==> src/rtl/addsub_exec_unit.sv <==
// addsub_exec_unit: pipelined integer add/subtract unit for the Tomasulo core.
//   Takes ops from the ADD reservation station over valid/ready, computes
//   A+B or A-B (A + ~B + 1) through LATENCY pipeline stages, queues results
//   in an OUT_DEPTH-entry FIFO and broadcasts the head on the CDB under grant.
//
// Ports:
//   clk, rst                  rising-edge clock, synchronous active-high reset
//   in_valid/in_ready         op handshake from the reservation station
//   in_op                     0 = add, 1 = subtract
//   in_a, in_b, in_tag        operands and destination tag
//   cdb_req/cdb_grant         CDB request (queue non-empty) and arbiter grant
//   cdb_tag, cdb_data         head result, held 0 while cdb_req = 0
//   cdb_cout, cdb_ovf         head carry-out / signed overflow
//
// Configuration:
//   ADDSUB_FLAGS_EN  when defined, cout/ovf are computed and carried to the
//                    CDB; when undefined, flag storage is dropped and
//                    cdb_cout/cdb_ovf are tied to 0.
module addsub_exec_unit #(
  parameter int unsigned WIDTH     = 32,
  parameter int unsigned TAG_W     = 4,
  parameter int unsigned LATENCY   = 2,
  parameter int unsigned OUT_DEPTH = 2
) (
  input  logic             clk,
  input  logic             rst,
  input  logic             in_valid,
  output logic             in_ready,
  input  logic             in_op,
  input  logic [WIDTH-1:0] in_a,
  input  logic [WIDTH-1:0] in_b,
  input  logic [TAG_W-1:0] in_tag,
  output logic             cdb_req,
  input  logic             cdb_grant,
  output logic [TAG_W-1:0] cdb_tag,
  output logic [WIDTH-1:0] cdb_data,
  output logic             cdb_cout,
  output logic             cdb_ovf
);

  localparam int unsigned PTR_W = (OUT_DEPTH > 1) ? $clog2(OUT_DEPTH) : 1;
  localparam int unsigned CNT_W = $clog2(OUT_DEPTH + 1);
  localparam int unsigned OCC_W = $clog2(OUT_DEPTH + LATENCY + 1);
`ifdef ADDSUB_FLAGS_EN
  localparam int unsigned SUM_W = WIDTH + 1;
`else
  localparam int unsigned SUM_W = WIDTH;
`endif

  // Result payload carried through the pipeline and the queue.
  typedef struct packed {
`ifdef ADDSUB_FLAGS_EN
    logic             cout;
    logic             ovf;
`endif
    logic [TAG_W-1:0] tag;
    logic [WIDTH-1:0] data;
  } res_t;

  logic [LATENCY-1:0] stg_vld_q, stg_vld_d;
  res_t               stg_q [LATENCY];
  res_t               stg_d [LATENCY];
  res_t               q_mem_q [OUT_DEPTH];
  res_t               q_mem_d [OUT_DEPTH];
  logic [PTR_W-1:0]   rd_ptr_q, rd_ptr_d;
  logic [PTR_W-1:0]   wr_ptr_q, wr_ptr_d;
  logic [CNT_W-1:0]   count_q, count_d;
  logic               in_ready_q, in_ready_d;
  logic               cdb_req_q, cdb_req_d;
  res_t               cdb_head_q, cdb_head_d;

  logic [WIDTH-1:0]   b_eff;
  logic [SUM_W-1:0]   sum;
  res_t               new_res;
  logic               accept;
  logic               push;
  logic               pop;
  logic [OCC_W-1:0]   inflight_d;

  function automatic logic [PTR_W-1:0] ptr_inc(input logic [PTR_W-1:0] p);
    return (p == PTR_W'(OUT_DEPTH - 1)) ? '0 : p + PTR_W'(1);
  endfunction

  // Next-state: arithmetic, pipeline shift, FIFO and credit accounting.
  always_comb begin
    b_eff   = in_op ? ~in_b : in_b;
    sum     = SUM_W'(in_a) + SUM_W'(b_eff) + SUM_W'(in_op);
    new_res = '0;
    new_res.tag  = in_tag;
    new_res.data = sum[WIDTH-1:0];
`ifdef ADDSUB_FLAGS_EN
    new_res.cout = sum[WIDTH];
    new_res.ovf  = (in_a[WIDTH-1] == b_eff[WIDTH-1]) && (sum[WIDTH-1] != in_a[WIDTH-1]);
`endif

    accept = in_valid && in_ready_q;
    push   = stg_vld_q[LATENCY-1];
    pop    = cdb_req_q && cdb_grant;

    // Stages always advance; credits guarantee room in the queue.
    stg_vld_d    = '0;
    stg_d        = stg_q;
    stg_vld_d[0] = accept;
    stg_d[0]     = new_res;
    for (int unsigned i = 1; i < LATENCY; i++) begin
      stg_vld_d[i] = stg_vld_q[i-1];
      stg_d[i]     = stg_q[i-1];
    end

    q_mem_d  = q_mem_q;
    wr_ptr_d = wr_ptr_q;
    rd_ptr_d = rd_ptr_q;
    if (push) begin
      q_mem_d[wr_ptr_q] = stg_q[LATENCY-1];
      wr_ptr_d          = ptr_inc(wr_ptr_q);
    end
    if (pop) begin
      rd_ptr_d = ptr_inc(rd_ptr_q);
    end
    count_d = count_q + CNT_W'(push) - CNT_W'(pop);

    // Credit check on the state the next cycle will see.
    inflight_d = '0;
    for (int unsigned i = 0; i < LATENCY; i++) begin
      inflight_d = inflight_d + OCC_W'(stg_vld_d[i]);
    end
    in_ready_d = (OCC_W'(count_d) + inflight_d) < OCC_W'(OUT_DEPTH);

    // Registered CDB head; zeroed whenever the queue is empty.
    cdb_req_d  = (count_d != '0);
    cdb_head_d = cdb_req_d ? q_mem_d[rd_ptr_d] : '0;
  end

  // State registers; payload storage needs no reset.
  always_ff @(posedge clk) begin
    if (rst) begin
      stg_vld_q  <= '0;
      rd_ptr_q   <= '0;
      wr_ptr_q   <= '0;
      count_q    <= '0;
      in_ready_q <= 1'b1;
      cdb_req_q  <= 1'b0;
      cdb_head_q <= '0;
    end else begin
      stg_vld_q  <= stg_vld_d;
      rd_ptr_q   <= rd_ptr_d;
      wr_ptr_q   <= wr_ptr_d;
      count_q    <= count_d;
      in_ready_q <= in_ready_d;
      cdb_req_q  <= cdb_req_d;
      cdb_head_q <= cdb_head_d;
    end
    stg_q   <= stg_d;
    q_mem_q <= q_mem_d;
  end

  assign in_ready = in_ready_q;
  assign cdb_req  = cdb_req_q;
  assign cdb_tag  = cdb_head_q.tag;
  assign cdb_data = cdb_head_q.data;
`ifdef ADDSUB_FLAGS_EN
  assign cdb_cout = cdb_head_q.cout;
  assign cdb_ovf  = cdb_head_q.ovf;
`else
  assign cdb_cout = 1'b0;
  assign cdb_ovf  = 1'b0;
`endif

endmodule

==> config.mk <==
export PLATFORM = sky130hd
export DESIGN_NAME = addsub_exec_unit
export DESIGN_NICKNAME = d
export VERILOG_FILES = /design/src/rtl/addsub_exec_unit.sv
export SDC_FILE = /design/constraint.sdc
export NUM_CORES = 1
export LEC_CHECK = 0
export CELL_PAD_IN_SITES_DETAIL_PLACEMENT = 0
export CELL_PAD_IN_SITES_GLOBAL_PLACEMENT = 1
export CORE_ASPECT_RATIO = 1.4
export CORE_MARGIN = 4
export CORE_UTILIZATION = 40
export CTS_CLUSTER_SIZE = 10
export DETAILED_ROUTE_END_ITERATION = 7
export GPL_TIMING_DRIVEN = 0
export HOLD_SLACK_MARGIN = 0.1
export PLACE_DENSITY_LB_ADDON = 0.1
export SYNTH_ARGS = -nofsm -noshare
export SYNTH_HDL_FRONTEND = slang
export SYNTH_SLANG_ARGS = --single-unit
==> constraint.sdc <==
create_clock -name clk -period 3.3 [get_ports clk]
set_input_delay 0.33 -clock clk [delete_from_list [all_inputs] [get_ports clk]]
set_output_delay 0.33 -clock clk [all_outputs]
set_load 0.01 [all_outputs]
==> metrics.md <==
| Metric | Value |
|---|---|
| Vias in the first global route | between 5k and 6k |
| Max_cap viols | 0 |
| Met3 wire length | ~540 µm |
| Crit-path leading delay family | compound AO/OA/AOI/OAI gates |
| Worst setup margin | about 140 ps |
| CP max stage delay | 510 ps |
| Critical path type | input port to flip-flop |
| Reg clk slew, reported paths | roughly 70 ps |
| Arrival @ worst endpoint | roughly 3500 ps |
| Die width | 122 µm |
| Initial Util | 0.407 |
| Synth top area share | 0.516 |
| Die Y | about 170 µm |
| Initial DRC count | around 180 |
| Synth area leaders | dfxtp_1 (52%), mux2_2 (11%), ha_1 (6.2%), mux2i_1 (5.1%), xor2_1 (4.8%) |
| Seq cells post-synth | 188 |
| RSZ-0062 raised after global routing | no |
| Setup slack, reg-to-reg | around 670 ps |
| Syn-to-layout area delta | 27.5% |
| Top sig layer | met4 |
| EDFF count, synth | 0 |
| Via density | 4.69 |
| Synth cell types | 46 |
| Post-DR wirelength/cell | roughly 14 µm |
| # port buffers | approximately 110 |
| Root Buffer | clkbuf_16 |
| H-tree lvl count | 4 |
| Met2 wire length | approximately 7600 µm |
| Worst vdd ir | 0.427 mV |
| Outcome | finished clean |
| Worst-Skew Late Latency | between 400 and 500 ps |
| Sequential area share after synthesis | 0.516 |
| Hold path cells | 0 |
| Proportion of layout cells with a drive suffix above 1 | 0.150 |
| Fin crit share | 0.959 |
| Worst Hold Path EP | stg_q[2] |
| Core Box Area | around 18000 µm² |
| Post-Route WL | roughly 15000 µm |
| CP required | about 3600 ps |
| Setup crit end kind | flip-flop |
| Fmax | around 320 MHz |
| Final Max Slew Viols | 0 |
| Total clock buffers created by CTS | 17 |
| Mapped Area | 7300 µm² |
| Largest net degree at the start of global routing | 17 |
| CTS tree | built |
| Setup Skew | 9.17 ps |
| Met1 wire length | around 6200 µm |
| DRT antenna net count | 0 |
| Initial antenna violation count | 0 |
| R2R Path Start | cdb_req |
| Worst-Margin Slew | 705 ps |
| Slew HR | 0.528 |
| # DRC | 0 |
| Min-delay src | stg_d[2] |
| Placed cell count | ~1000 |
| Power Total | 7.65 mW |
| Nets | around 890 |
| Worst slack, placed | -522 ps |
| Reg2Reg Depth | 9 |
| Worst Path Buf+Inv | 1 |
| Post-CTS Hold Fix Bufs | 0 |
| Global-route wire length before repair | around 24000 µm |
| Power per cell area | between 800 and 900 nW/µm² |
| CP cell instances | clkdlybuf4s50_1 > mux2i_1 > fa_1 > nor2b_1 > o21ai_2 > a21boi_2 > o311ai_1 > nand4_1 > a31oi_1 > o21ai_1 > a211oi_1 > nor3_1 |
| Syn. warnings | 0 |
| Reg-to-Reg End | cdb_data[21] |
| Drt first pass iters | 5 |
| Total die area | around 20000 µm² |
| GP Congestion | ~0.8 |
| Ys flop type | dfxtp_1 |
| IO Pins | ~110 |
| Critical path peak fanout | 4 |
| Total Routing Usage GR | 0.145 |
| Hpwl dp | ~11000 µm |
| Gr ovfl total | 0 |
| Static leakage | 4.09 nW |
| Endpoints failing hold | 0 |
| Antenna diodes | 0 |
| Startpoint Class | input port |
| Top cells by count, synth | dfxtp_1 (188), mux2_2 (73), nor2_1 (56), xor2_1 (40), mux2i_1 (37) |
| Endpoints failing setup | 0 |
| Max clock buf depth | 2 |
| Area leader, netlist | dfxtp_1 |
| Asr flop ratio synth | 0 |
| Most common cell in the netlist | dfxtp_1 |
| Post-Synthesis Cells | roughly 650 |
| Detailed-route via count | about 4.8k |
| Non-filler cells, final | around 1.0k |
| Number of clock sinks | approximately 190 |
| Min Tclk post-route | between 3000 and 4000 ps |
| Hold Path Class | flip-flop to flip-flop |
| Slowest cell on the critical path | clkdlybuf4s50_1 |
| Avg Cell Area, Syn | between 10 and 15 µm² |
| Num rows | between 50 and 60 |
[metrics by stage]
step	hold WS, ps	instance area (µm²)	setup TNS, ps	utilization
3_3_place_gp	313	8690	-2390	0.485
6_report	326	9300	0	0.519
2_1_floorplan	310	7300	0	-
5_1_grt	331	9300	0	0.519
3_5_place_dp	312	8690	-2470	0.485
4_1_cts	325	9300	0	0.519
[what timing repair did]
item                                    CTS  global route
endpoints found under the setup margin    1             3
resized for setup                         1             2
setup buffers                             0             0
[metal layers]
metal	vias up	global-route usage
li1	2481	-
met1	2210	0.167
met2	106	0.269
met3	21	0.0259
met4	0	0.0478
met5	-	0
[final cells by class]
type / instances / area (µm²)
fillers: 1670 / 8620
well taps: 240 / 300
repair buffers: 109 / 1090
plain buffers: 24 / 106
clock buffers: 19 / 453
inverters: 14 / 52.6
multi-input cells: 422 / 3380
clock inverters: 11 / 156
flip-flops and latches: 188 / 3760
[logic make-up (layout without fill, tap and decap cells)]
logic type,Yosys count,count (layout),synth area share
other cells,1,2,0.000514
compound gates,92,92,0.0830
fa+ha+maj,37,37,0.0645
simple gates,117,117,0.0734
mux,110,110,0.163
xor+xnor,64,64,0.0779
flops,188,188,0.516
buf+inv,38,177,0.0214
[layout by cell type (no fill, tap or decap), types with 5 or more instances in the layout]
| cell | instances |
|---|---|
| a21o_1 | 17 |
| a21oi_1 | 29 |
| a31oi_1 | 5 |
| buf_2 | 5 |
| clkbuf_1 | 15 |
| clkbuf_16 | 17 |
| clkdlybuf4s50_1 | 109 |
| dfxtp_1 | 188 |
| ha_1 | 36 |
| inv_1 | 14 |
| mux2_2 | 73 |
| mux2i_1 | 37 |
| nand2_1 | 22 |
| nand2b_1 | 6 |
| nand3_1 | 5 |
| nand4_1 | 8 |
| nor2_1 | 56 |
| nor2b_1 | 6 |
| o21ai_0 | 8 |
| o21ai_1 | 7 |
| xnor2_1 | 23 |
| xor2_1 | 40 |
[registers in the layout, indices dropped and copies added (netlist names)]
name       cells
q_mem_q       72
stg_d         36
stg_q         36
cdb_data      32
cdb_tag        4
count_q        2
stg_vld_q      2
cdb_req        1
in_ready       1
rd_ptr_q       1
wr_ptr_q       1
[where the power goes]
| part | switching [mW] | internal, mW | leakage [nW] |
|---|---|---|---|
| logic | 1.04 | 1.17 | 2.23 |
| clock network | 0.829 | 1.23 | 0.289 |
| registers | 0.245 | 3.13 | 1.57 |
[how the worst max path moves through the flow]
| stage | from | cells after the start | to | slack [ps] |
|---|---|---|---|---|
| global placement | in_op | 14 | stg_d[28] | -500 |
| global route | in_b[0] | 12 | stg_d[30] | 7 |
| detailed placement | in_op | 14 | stg_d[28] | -520 |
| CTS | in_op | 13 | stg_d[30] | 50 |
| finish | in_b[0] | 12 | stg_d[30] | 140 |
| floorplan | in_op | 14 | stg_d[28] | 270 |
Note: power is estimated with default switching activity, not from simulation.
